### config.mk
export PLATFORM = sky130hd
export DESIGN_NAME = cp0_exc_sequencer
export DESIGN_NICKNAME = d
export VERILOG_FILES = /design/src/rtl/cp0_exc_sequencer_pkg.sv /design/src/rtl/cp0_exc_sequencer.sv
export SDC_FILE = /design/constraint.sdc
export NUM_CORES = 1
export LEC_CHECK = 0
export BUFFER_PORTS_ARGS = -buffer_cell sky130_fd_sc_hd__buf_2
export CAP_MARGIN = 20
export CORE_ASPECT_RATIO = 0.75
export CORE_MARGIN = 2
export CORE_UTILIZATION = 38
export CTS_CLUSTER_SIZE = 8
export DETAILED_ROUTE_END_ITERATION = 8
export MAX_ROUTING_LAYER = met4
export SLEW_MARGIN = 25
export SYNTH_ARGS = -nofsm -noshare
export SYNTH_HDL_FRONTEND = slang
export SYNTH_SLANG_ARGS = --single-unit
export TNS_END_PERCENT = 30
### constraint.sdc
create_clock -name clk -period 3.98 [get_ports clk]
set_input_delay 0.398 -clock clk [delete_from_list [all_inputs] [get_ports clk]]
set_output_delay 0.398 -clock clk [all_outputs]
set_load 0.02 [all_outputs]
### src/rtl/cp0_exc_sequencer_pkg.sv
// Shared CP0 register addresses, the Status.EXL bit position and the sequencer state encoding.
package cp0_exc_sequencer_pkg;

    localparam logic [7:0] CP0_BADV   = 8'h40;
    localparam logic [7:0] CP0_STATUS = 8'h60;
    localparam logic [7:0] CP0_CAUSE  = 8'h68;
    localparam logic [7:0] CP0_EPC    = 8'h70;

    localparam int EXL_BIT = 1;

    typedef enum logic [3:0] {
        ST_IDLE         = 4'd0,
        ST_E_RD_STATUS  = 4'd1,
        ST_E_WR_EPC     = 4'd2,
        ST_E_WR_BADV    = 4'd3,
        ST_E_WR_CAUSE   = 4'd4,
        ST_E_WR_STATUS  = 4'd5,
        ST_E_REDIRECT   = 4'd6,
        ST_R_RD_EPC     = 4'd7,
        ST_R_RD_STATUS  = 4'd8,
        ST_R_WR_STATUS  = 4'd9,
        ST_R_REDIRECT   = 4'd10
    } state_e;

    // Cause image: BD in bit 31, ExcCode in bits 6:2; CP0 itself keeps the IP bits.
    function automatic logic [31:0] cause_word(input logic bd, input logic [4:0] code);
        return {bd, 15'b0, 8'b0, 1'b0, code, 2'b0};
    endfunction

endpackage

### src/rtl/cp0_exc_sequencer.sv
// CP0 write/read port owner: passes MTC0 writes through when idle and runs the fixed
// exception/interrupt/ERET read-modify-write programs, ending in flush plus redirect.
module cp0_exc_sequencer
    import cp0_exc_sequencer_pkg::*;
#(
    parameter int                DATA_W     = 32,
    parameter int                ADDR_W     = 8,
    parameter logic [DATA_W-1:0] EXC_VECTOR = 32'hBFC00380
) (
    input  logic              clk,
    input  logic              rst,
    input  logic              exc_valid,
    input  logic [4:0]        exc_code,
    input  logic              int_req,
    input  logic              eret_valid,
    input  logic [DATA_W-1:0] victim_pc,
    input  logic              victim_bd,
    input  logic              badv_valid,
    input  logic [DATA_W-1:0] badv_addr,
    input  logic              mtc0_valid,
    input  logic [ADDR_W-1:0] mtc0_addr,
    input  logic [DATA_W-1:0] mtc0_data,
    output logic              mtc0_ready,
    output logic [ADDR_W-1:0] cp0_raddr,
    input  logic [DATA_W-1:0] cp0_rdata,
    output logic              cp0_we,
    output logic [ADDR_W-1:0] cp0_waddr,
    output logic [DATA_W-1:0] cp0_wdata,
    output logic              busy,
    output logic              flush,
    output logic              redirect_valid,
    output logic [DATA_W-1:0] redirect_pc,
    output logic [3:0]        dbg_state
);

    localparam logic [DATA_W-1:0] EXL_MASK = DATA_W'(1) << EXL_BIT;

    state_e            state_q;
    logic [4:0]        code_q;
    logic [DATA_W-1:0] pc_q;
    logic              bd_q;
    logic              badv_valid_q;
    logic [DATA_W-1:0] badv_q;
    logic [DATA_W-1:0] status_q;
    logic [DATA_W-1:0] epc_q;
    logic              idle_free;

    // MTC0 handshake: a write completes in the cycle mtc0_valid && mtc0_ready; the requester
    // holds address/data stable until then. Ready drops while busy or while any higher-priority
    // commit event is present in the same cycle.
    assign idle_free = (state_q == ST_IDLE) && !exc_valid && !int_req && !eret_valid;
    assign busy      = (state_q != ST_IDLE);
    assign dbg_state = state_q;

    always_ff @(posedge clk or negedge rst) begin
        if (!rst) begin
            state_q      <= ST_IDLE;
            code_q       <= '0;
            pc_q         <= '0;
            bd_q         <= 1'b0;
            badv_valid_q <= 1'b0;
            badv_q       <= '0;
            status_q     <= '0;
            epc_q        <= '0;
        end else begin
            case (state_q)
                ST_IDLE: begin
                    if (exc_valid) begin
                        state_q      <= ST_E_RD_STATUS;
                        code_q       <= exc_code;
                        pc_q         <= victim_pc;
                        bd_q         <= victim_bd;
                        badv_valid_q <= badv_valid;
                        badv_q       <= badv_addr;
                    end else if (int_req) begin
                        state_q      <= ST_E_RD_STATUS;
                        code_q       <= 5'd0;
                        pc_q         <= victim_pc;
                        bd_q         <= victim_bd;
                        badv_valid_q <= 1'b0;
                    end else if (eret_valid) begin
                        state_q <= ST_R_RD_EPC;
                    end
                end
                ST_E_RD_STATUS: state_q <= ST_E_WR_EPC;
                ST_E_WR_EPC: begin
                    status_q <= cp0_rdata;
                    state_q  <= badv_valid_q ? ST_E_WR_BADV : ST_E_WR_CAUSE;
                end
                ST_E_WR_BADV:   state_q <= ST_E_WR_CAUSE;
                ST_E_WR_CAUSE:  state_q <= ST_E_WR_STATUS;
                ST_E_WR_STATUS: state_q <= ST_E_REDIRECT;
                ST_E_REDIRECT:  state_q <= ST_IDLE;
                ST_R_RD_EPC:    state_q <= ST_R_RD_STATUS;
                ST_R_RD_STATUS: begin
                    epc_q   <= cp0_rdata;
                    state_q <= ST_R_WR_STATUS;
                end
                ST_R_WR_STATUS: state_q <= ST_R_REDIRECT;
                ST_R_REDIRECT:  state_q <= ST_IDLE;
                default:        state_q <= ST_IDLE;
            endcase
        end
    end

    // Port drive decoded from state; E2 and R3 consume cp0_rdata in the cycle it arrives.
    always_comb begin
        mtc0_ready     = 1'b0;
        cp0_raddr      = '0;
        cp0_we         = 1'b0;
        cp0_waddr      = '0;
        cp0_wdata      = '0;
        flush          = 1'b0;
        redirect_valid = 1'b0;
        redirect_pc    = '0;
        case (state_q)
            ST_IDLE: begin
                mtc0_ready = idle_free;
                if (mtc0_valid && idle_free) begin
                    cp0_we    = 1'b1;
                    cp0_waddr = mtc0_addr;
                    cp0_wdata = mtc0_data;
                end
            end
            ST_E_RD_STATUS: cp0_raddr = CP0_STATUS;
            ST_E_WR_EPC: begin
                cp0_we    = !cp0_rdata[EXL_BIT];
                cp0_waddr = CP0_EPC;
                cp0_wdata = bd_q ? (pc_q - DATA_W'(4)) : pc_q;
            end
            ST_E_WR_BADV: begin
                cp0_we    = 1'b1;
                cp0_waddr = CP0_BADV;
                cp0_wdata = badv_q;
            end
            ST_E_WR_CAUSE: begin
                cp0_we    = 1'b1;
                cp0_waddr = CP0_CAUSE;
                cp0_wdata = cause_word(bd_q, code_q);
            end
            ST_E_WR_STATUS: begin
                cp0_we    = 1'b1;
                cp0_waddr = CP0_STATUS;
                cp0_wdata = status_q | EXL_MASK;
            end
            ST_E_REDIRECT: begin
                flush          = 1'b1;
                redirect_valid = 1'b1;
                redirect_pc    = EXC_VECTOR;
            end
            ST_R_RD_EPC:    cp0_raddr = CP0_EPC;
            ST_R_RD_STATUS: cp0_raddr = CP0_STATUS;
            ST_R_WR_STATUS: begin
                cp0_we    = 1'b1;
                cp0_waddr = CP0_STATUS;
                cp0_wdata = cp0_rdata & ~EXL_MASK;
            end
            ST_R_REDIRECT: begin
                flush          = 1'b1;
                redirect_valid = 1'b1;
                redirect_pc    = epc_q;
            end
            default: ;
        endcase
    end

endmodule

After elaboration in Yosys (flattened, before gate mapping)
Index checks and enable logic that the tools add are counted.
{"block": "classes", "n_addsub": 1, "n_eq_ne": 11, "mux": 24, "reduce_logical": 17}
{"cell": "32-bit case mux with 6 select lines", "count": 1}
{"cell": "32-bit two-way mux", "count": 4}
{"cell": "32-bit case mux with 2 select lines", "count": 1}
{"cell": "8-bit case mux with 5 select lines", "count": 1}
{"cell": "4-bit case mux with 9 select lines", "count": 1}
{"cell": "32-bit by 3-bit subtractor with 32-bit output (second input constant)", "count": 1}
{"cell": "4-bit by 3-bit equality test with 1-bit output (second input constant)", "count": 4}
{"cell": "7-bit case mux with 2 select lines", "count": 1}
{"cell": "4-bit equality test (second input constant)", "count": 3}
{"cell": "4-bit two-way mux", "count": 3}
{"cell": "5-bit two-way mux", "count": 2}
{"cell": "4-bit by 2-bit equality test with 1-bit output (second input constant)", "count": 2}
{"cell": "8-bit two-way mux", "count": 1}
{"cell": "1-bit two-way mux", "count": 7}
{"cell": "2-bit OR reduction", "count": 3}
{"cell": "4-bit by 1-bit equality test with 1-bit output (second input constant)", "count": 1}
{"cell": "1-bit logical AND", "count": 4}
{"cell": "1-bit logical NOT", "count": 4}
{"cell": "4-bit logical NOT", "count": 1}
{"cell": "4-bit inequality test (second input constant)", "count": 1}
{"cell": "2-bit AND reduction", "count": 2}
{"cell": "4-bit nonzero test", "count": 1}
{"cell": "4-bit OR reduction", "count": 1}
{"cell": "3-bit two-way mux", "count": 1}
{"cell": "2 further kinds", "count": 2}
{"block": "totals", "reg_bits": 139, "inputBits": 149, "output_inout_bits": 89, "elab_cells": 61}

Depth between registers and ports, before layout
Gate-level depths: netlist of the first run.
{"block": "depth", "ltp_word": 7, "mapped_depth": 7, "depth_no_buf": 7}

Worst setup path before layout of the first run
Ideal clock, no wire load.
{"block": "synth_path", "kind": "reg2out", "from": "reg pc_q[12]", "to": "out cp0_wdata[29]", "arrival_ns": 2.498, "required_time_ns": 3.582, "slack_ns": 1.084, "path_stages_with_launch": 7, "n_path_buf": 1, "path_cell_list": "dfrtp_1 -> or4_4 -> or4_4 -> buf_6 -> nor3_4 -> mux2_1 -> a221o_1"}
{"block": "synth_between", "elab_chain_cells": 3}
{"item": "start, declared", "line_no": "cp0_exc_sequencer.sv:40", "source": "logic [DATA_W-1:0] pc_q;"}
{"item": "start signal, assigned", "line_no": "cp0_exc_sequencer.sv:71", "source": "pc_q <= victim_pc;"}
{"item": "start signal, assigned", "line_no": "cp0_exc_sequencer.sv:78", "source": "pc_q <= victim_pc;"}
{"item": "32-bit by 3-bit subtractor with 32-bit output", "line_no": "cp0_exc_sequencer.sv:129", "source": "cp0_wdata = bd_q ? (pc_q - DATA_W'(4)) : pc_q;"}
{"item": "32-bit two-way mux", "line_no": "cp0_exc_sequencer.sv:129"}
{"item": "32-bit case mux with 6 select lines", "line_no": "cp0_exc_sequencer.sv:116", "source": "case (state_q)"}
{"item": "end, declared", "line_no": "cp0_exc_sequencer.sv:28", "source": "output logic [DATA_W-1:0] cp0_wdata,"}
No other way between the ends.

Final worst setup path of the first run
Same ends and word-level chain as after synthesis.

==> impl_metrics.py, run 1 <==
metrics = {
    "finish": {
        "final_cell_area_um2": 9440,
        "fin_nets": 1149,
        "final_core_util_pct": 50.6,
        "finalNonFillerCells": 1261,
        "syn_to_final_growth_pct": 29.5,
        "final_cell_mix": "buf_2, nand2_1, dfrtp_1",
        "layout_commonest_cell": "buf_2",
        "fill_cells": 1776,
        "drive_gt1_share_pct": 37.0,
    },
    "clock_network": {
        "cts_tree": "built",
        "clock_latency_ns": 0.43,
        "clock_path_buffers": 2,
        "cts_buffers": 17,
        "path_clk_slew_ns": 0.06,
        "clock-sinks": 138,
        "htree_levels": 4,
        "cts-root-buf": "clkbuf_16",
    },
    "pwr": {
        "power_density_nw_per_um2": 851,
        "ir_worst_vdd_uv": 470,
        "p_leak_nw": 4.83,
        "power_mw": 8.04,
    },
    "timing": {
        "holdWs_ns": 0.164,
        "tightest_slew_ns": 0.862,
        "setup_viol": 0,
        "period_share_pct": 89.9,
        "fmax_mhz": 279,
        "slew_violations": 0,
        "rsz0062_at_grt": "false",
        "tns_ns": 0,
        "finClkSkew_ns": 0.0100,
        "final_hold_viol_count": 0,
        "fin_crit_ns": 3.58,
        "worst_slack_ns": 0.402,
        "slew_headroom_pct": 42.5,
    },
    "yosys": {
        "synth.area.mux_share_pct": 10.5,
        "synth_simple_gate_area_share_pct": 22.4,
        "synth-edff-count": 0,
        "synthDistinctLibCells": 55,
        "synthArstFlopShare_pct": 100,
        "yosysSeqAreaShare_pct": 47.3,
        "synth-xor-area-share_pct": 3.12,
        "synth_compound_area_share_pct": 12.7,
        "avgSynthCellArea_um2": 9.41,
        "syn_inst": 775,
        "synth_flop_cell": "dfrtp_1",
        "ys_ff_latch": 138,
        "synth_top_family_by_area": "simple AND/OR/NAND/NOR gates",
        "yosysWarnings": 0,
        "synth_fa_ha_area_share_pct": 0.172,
        "netlist_area_um2": 7290,
    },
    "hold_path": {
        "whs_endpoint": "pc_q[19]",
        "whs_path_depth": 3,
        "min_from": "victim_pc[19]",
        "hp-class": "input pin to flop",
    },
    "drt": {
        "drc": 0,
        "via_count": 6794,
        "postRouteAntennaNets": 0,
        "wl_um": 24900,
        "drtIter0Drc": 616,
        "wl_per_cell_um": 19.8,
        "viasPerCell": 5.39,
        "first_pass_iters": 6,
    },
    "floorplan": {
        "ios": 238,
        "num_rows": 43,
        "die_y_um": 124,
        "die-area_um2": 20300,
        "coreArea_um2": 18700,
        "initial_utilization_pct": 39.1,
        "die_x_um": 164,
    },
    "placement": {
        "placed_area_um2": 8740,
        "dp_hpwl_um": 18300,
        "gp_congestion": 0.879,
        "io_buffers": 232,
        "place_ws_ns": 0.856,
        "placedCellCount": 1225,
    },
    "grt": {
        "grt_pass1_vias": 6534,
        "grt_max_degree": 99,
        "grt_pass1_wl_um": 38100,
        "gr-total-overflow": 0,
        "antenna_found_initial": 3,
        "grtUsageTotal_pct": 26.0,
    },
    "flow_run": {
        "drv_cap": 0,
    },
    "setup_path": {
        "critPathArrivalTime_ns": 3.18,
        "critPathKind": "flop to primary output",
        "path_max_fanout": 10,
        "start_kind": "flop",
        "reg2regPathDepth": 6,
        "endpoint_kind": "primary output",
        "r2r_end": "status_q[18]",
        "rr_startpoint": "dbg_state[1]",
        "cp.required_ns": 3.58,
        "rrSetupSlack_ns": 1.59,
    },
    "outcome": {
        "run_status": "finished, final reports clean",
    },
}
-- repair_timing --
item	4_1_cts	5_1_grt
buffers inserted	0	0
endpoints found under the hold margin	0	25
resized for setup	0	0
hold buffers	0	1
-- worst max-delay path, stage by stage, from the launching register on --
cell and delay, ns:
dfrtp_1 0.42, or4_4 0.56, or4_4 0.61, nor3_4 0.32, mux2_1 0.37, a221o_1 0.31
buf_2 0.16
-- registers in the layout, summed over array words and instances (netlist names) --
signal        count
badv_valid_q      1
dbg_state         4
badv_q           32
status_q         31
epc_q            32
bd_q              1
pc_q             32
code_q            5
-- worst max path at each step --
| stage | slack, ns | to | cells past startpoint | from |
|---|---|---|---|---|
| 2_1_floorplan | 1.08 | cp0_wdata[29] | 6 | pc_q[12] |
| 3_3_place_gp | 0.87 | cp0_wdata[31] | 6 | pc_q[12] |
| 3_5_place_dp | 0.86 | cp0_wdata[31] | 6 | pc_q[12] |
| 4_1_cts | 0.39 | cp0_wdata[31] | 6 | pc_q[12] |
| 5_1_grt | 0.25 | cp0_wdata[19] | 7 | dbg_state[1] |
| 6_report | 0.40 | cp0_wdata[29] | 6 | pc_q[12] |
-- Yosys cell counts (all sizes together) (5+ instances only) --
cell / n / share of area [%]
nand2: 223 / 11
dfrtp: 138 / 47
mux2: 67 / 10
clkbuf: 41 / 2.1
nor2: 37 / 1.9
a22oi: 22 / 2.3
and3: 21 / 1.8
o21ai: 20 / 1.4
a221oi: 16 / 1.9
buf: 16 / 1.4
xnor2: 16 / 1.9
nor3: 15 / 1.2
a21o: 12 / 1.2
o211ai: 12 / 1.2
nand2b: 11 / 0.94
a21oi: 10 / 0.69
a222oi: 10 / 1.4
xor2: 10 / 1.2
nor2b: 9 / 0.77
nor4: 8 / 1.1
or3: 7 / 0.60
a22o: 6 / 0.72
and2: 5 / 0.43
inv: 5 / 0.26
or4: 5 / 0.62
-- power breakdown --
group	switching [mW]	total [mW]	internal, mW
Clock	0.616	1.76	1.14
Combinational	2.23	3.67	1.44
Sequential	0.509	2.61	2.10
Total	3.35	8.04	4.68
-- area by class of cell --
class	instances	area [um2]	area share [%]
multi-input cells	579	3620	38.3
clock inverters	11	194	2.05
repair buffers	258	1390	14.7
flip-flops and latches	138	3450	36.6
clock buffers	20	457	4.84
well taps	247	309	3.27
diodes	3	7.51	0.0795
inverters	5	18.8	0.199
-- routing by layer --
| layer | wire length (um) | GRT usage, % | vias to the layer above |
|---|---|---|---|
| met5 | 0 | - | - |
| met4 | 365 | 7.46 | 0 |
| met3 | 1840 | 5.86 | 21 |
| met2 | 11000 | 38.5 | 286 |
| met1 | 11700 | 36.0 | 3322 |
| li1 | - | - | 3165 |
-- cell families after synthesis --
family,after synthesis
flip-flops,138
XOR/XNOR,26
AND/OR/NAND/NOR,355
AO/OA/AOI/OAI,124
other,1
buffers and inverters,62
adder cells (fa/ha/maj),1
multiplexers,68
No activity file was read; power rests on OpenSTA's default activity.
==> run 2, diff against run 1 <==
--- a/config.mk
+++ b/config.mk
@@ -5,6 +5,7 @@
 export SDC_FILE = /design/constraint.sdc
 export NUM_CORES = 1
 export LEC_CHECK = 0
+export ABC_AREA = 1
 export BUFFER_PORTS_ARGS = -buffer_cell sky130_fd_sc_hd__buf_2
 export CAP_MARGIN = 20
 export CORE_ASPECT_RATIO = 0.75
==> run 2 against run 1 <==
Sequential cell count did not move. Hold slack got worse by 0.14 ns. Synthesized area rose by 3.7%. First-iteration DRC count rose by 15%. Final cell count rose by 20%. Clock skew rose by 0.00054 ns. Via count rose by 9.8%. Sequential share of layout area barely moved. Non-clock buffer count fell by 18. Die area rose by 3.6%. Highest routed layer unchanged.
==> impl_metrics.py, run 2 <==
metrics = {
    "setup_path": {
        "critPathKind": "flop to primary output",
        "start_kind": "flop",
        "cp.required_ns": 3.58,
        "path_cells": "nand2_1, inv_1, nand2_1, inv_1, nand2_1, nand4_1, inv_1, nand2_1, buf_2",
        "cp_top_family": "simple AND/OR/NAND/NOR gates",
        "critPathArrivalTime_ns": 2.71,
        "slowest_stage": "nand2_1",
        "path_max_fanout": 23,
        "max_stage_delay_ns": 0.62,
        "cp_common_cell": "nand2_1",
        "path_buf_inv": 4,
        "endpoint_kind": "primary output",
    },
    "drt": {
        "drtIter0Drc": 707,
        "first_pass_iters": 6,
        "wl_per_cell_um": 16.8,
        "drc": 0,
        "wl_um": 25400,
        "via_count": 7462,
        "postRouteAntennaNets": 0,
        "viasPerCell": 4.94,
    },
    "floorplan": {
        "ios": 238,
        "initial_utilization_pct": 38.9,
        "die-area_um2": 21100,
        "die_y_um": 126,
        "coreArea_um2": 19400,
        "num_rows": 44,
        "die_x_um": 167,
    },
    "finish": {
        "finalNonFillerCells": 1509,
        "drive_gt1_share_pct": 26.0,
        "syn_to_final_growth_pct": 25.0,
        "fin_nets": 1385,
        "layout_commonest_cell": "nand2_1",
        "final_cell_mix": "nand2_1, buf_2, dfrtp_1",
        "reg_top3": "badv_q: 32 flops, epc_q: 32 flops, pc_q: 32 flops",
    },
    "timing": {
        "slew_violations": 0,
        "final_hold_viol_count": 0,
        "finClkSkew_ns": 0.0106,
        "period_share_pct": 78.0,
        "fmax_mhz": 322,
        "tns_ns": 0,
        "rsz0062_at_grt": "false",
        "slew_headroom_pct": 37.2,
        "setup_viol": 0,
        "holdWs_ns": 0.0202,
        "tightest_slew_ns": 0.938,
        "fin_crit_ns": 3.10,
    },
    "grt": {
        "grt_max_degree": 87,
        "grt_pass1_wl_um": 39600,
        "gr-total-overflow": 0,
        "antenna_found_initial": 8,
        "grtUsageTotal_pct": 25.1,
        "grt_pass1_vias": 7107,
    },
    "placement": {
        "dp_hpwl_um": 18900,
        "placedCellCount": 1469,
        "gp_congestion": 0.919,
        "io_buffers": 232,
    },
    "yosys": {
        "synthDistinctLibCells": 32,
        "synth-edff-count": 0,
        "syn_inst": 1023,
        "avgSynthCellArea_um2": 7.39,
        "synthArstFlopShare_pct": 100,
        "netlist.area_leader.share_pct": 45.7,
        "yosys-top-cells-area": "dfrtp_1, nand2_1, o21ai_0, inv_1, mux2_2",
        "yosysWarnings": 0,
        "netlist_area_um2": 7560,
        "synth_flop_cell": "dfrtp_1",
        "synth_top_cell_by_area": "dfrtp_1",
        "netlist_top_cells_count": "nand2_1, dfrtp_1, inv_1, o21ai_0, nor2_1",
        "ys_ff_latch": 138,
        "yosysSeqAreaShare_pct": 45.7,
        "synth.most_common_cell": "nand2_1",
    },
    "clock_network": {
        "cts-root-buf": "clkbuf_16",
        "post-cts-setup-buffers": 0,
        "clock_path_buffers": 2,
        "cts_hold_buf": 0,
        "cts_buffers": 17,
        "clock_latency_ns": 0.43,
        "path_clk_slew_ns": 0.07,
        "clock-sinks": 138,
        "cts_tree": "built",
        "htree_levels": 4,
        "ctsResizeCount": 0,
    },
    "pwr": {
        "power_mw": 7.47,
        "p_leak_nw": 5.20,
        "power_density_nw_per_um2": 790,
        "ir_worst_vdd_uv": 338,
    },
    "flow_run": {
        "drv_cap": 0,
    },
    "hold_path": {
        "hp-class": "input pin to async pin",
    },
    "outcome": {
        "run_status": "finished, final reports clean",
    },
}
run 2: changes by cell type in the layout (fill, tap and decap cells not counted), moves of 21 or more:
cell	delta
inv_1	+123
o21ai_0	+117
nand2_1	+91
nand3_1	+62
nor2_1	+52
mux2_2	-34
a22oi_1	-22
and3_1	-21
run 2: layer usage:
layer / vias to the layer above / wire, um / global-route usage [%] / share of wire [%]
met5: - / 0 / - / 0
met2: 313 / 11100 / 36.7 / 44
met4: 0 / 225 / 5.58 / 0.89
met1: 3467 / 11900 / 35.3 / 47
met3: 18 / 2150 / 6.29 / 8.5
li1: 3664 / - / - / -
run 2: stage by stage:
step	cell area, um2	utilization (%)	setup WS (ns)
2_1_floorplan	7580	-	1.92
3_3_place_gp	8840	45.5	1.37
3_5_place_dp	8840	45.5	1.35
4_1_cts	9430	48.5	0.879
5_1_grt	9450	48.6	0.636
6_report	9450	48.6	0.876
run 2: area by class of cell:
| class | instances | area [um2] |
|---|---|---|
| Fill cell | 2016 | 9980 |
| Sequential cell | 138 | 3450 |
| Multi-Input combinational cell | 703 | 3340 |
| Timing Repair Buffer | 240 | 1230 |
| Inverter | 135 | 510 |
| Clock buffer | 19 | 443 |
| Tap cell | 253 | 317 |
| Clock inverter | 13 | 145 |
| Antenna cell | 8 | 20.0 |
run 2: final timing paths:
path	from	to	slack [ns]	depth (start not counted)
max in group asynchronous	rst	badv_q[27]	3.04	2
hold reg to reg	code_q[1]	code_q[1]	0.47	2
setup reg to reg	dbg_state[0]	dbg_state[1]	1.80	8
min in group clk	victim_pc[0]	pc_q[0]	0.18	3
hold / removal	rst	epc_q[10]	0.02	1
setup / recovery	dbg_state[0]	cp0_wdata[29]	0.88	9
run 2: logic make-up after synthesis:
family	after synthesis	synth area share, %
XOR/XNOR	2	0.232
AO/OA/AOI/OAI	161	11.1
buffers and inverters	186	10.5
flip-flops	138	45.7
multiplexers	32	4.76
adder cells (fa/ha/maj)	1	0.165
AND/OR/NAND/NOR	502	27.5
other	1	0.0496
run 2: power by group:
| part | leakage [nW] | switching [mW] | internal [mW] |
|---|---|---|---|
| combinational | 3.26 | 2.19 | 1.11 |
| sequential | 1.66 | 0.463 | 2.12 |
| clock | 0.280 | 0.650 | 0.944 |
| total | 5.20 | 3.30 | 4.17 |
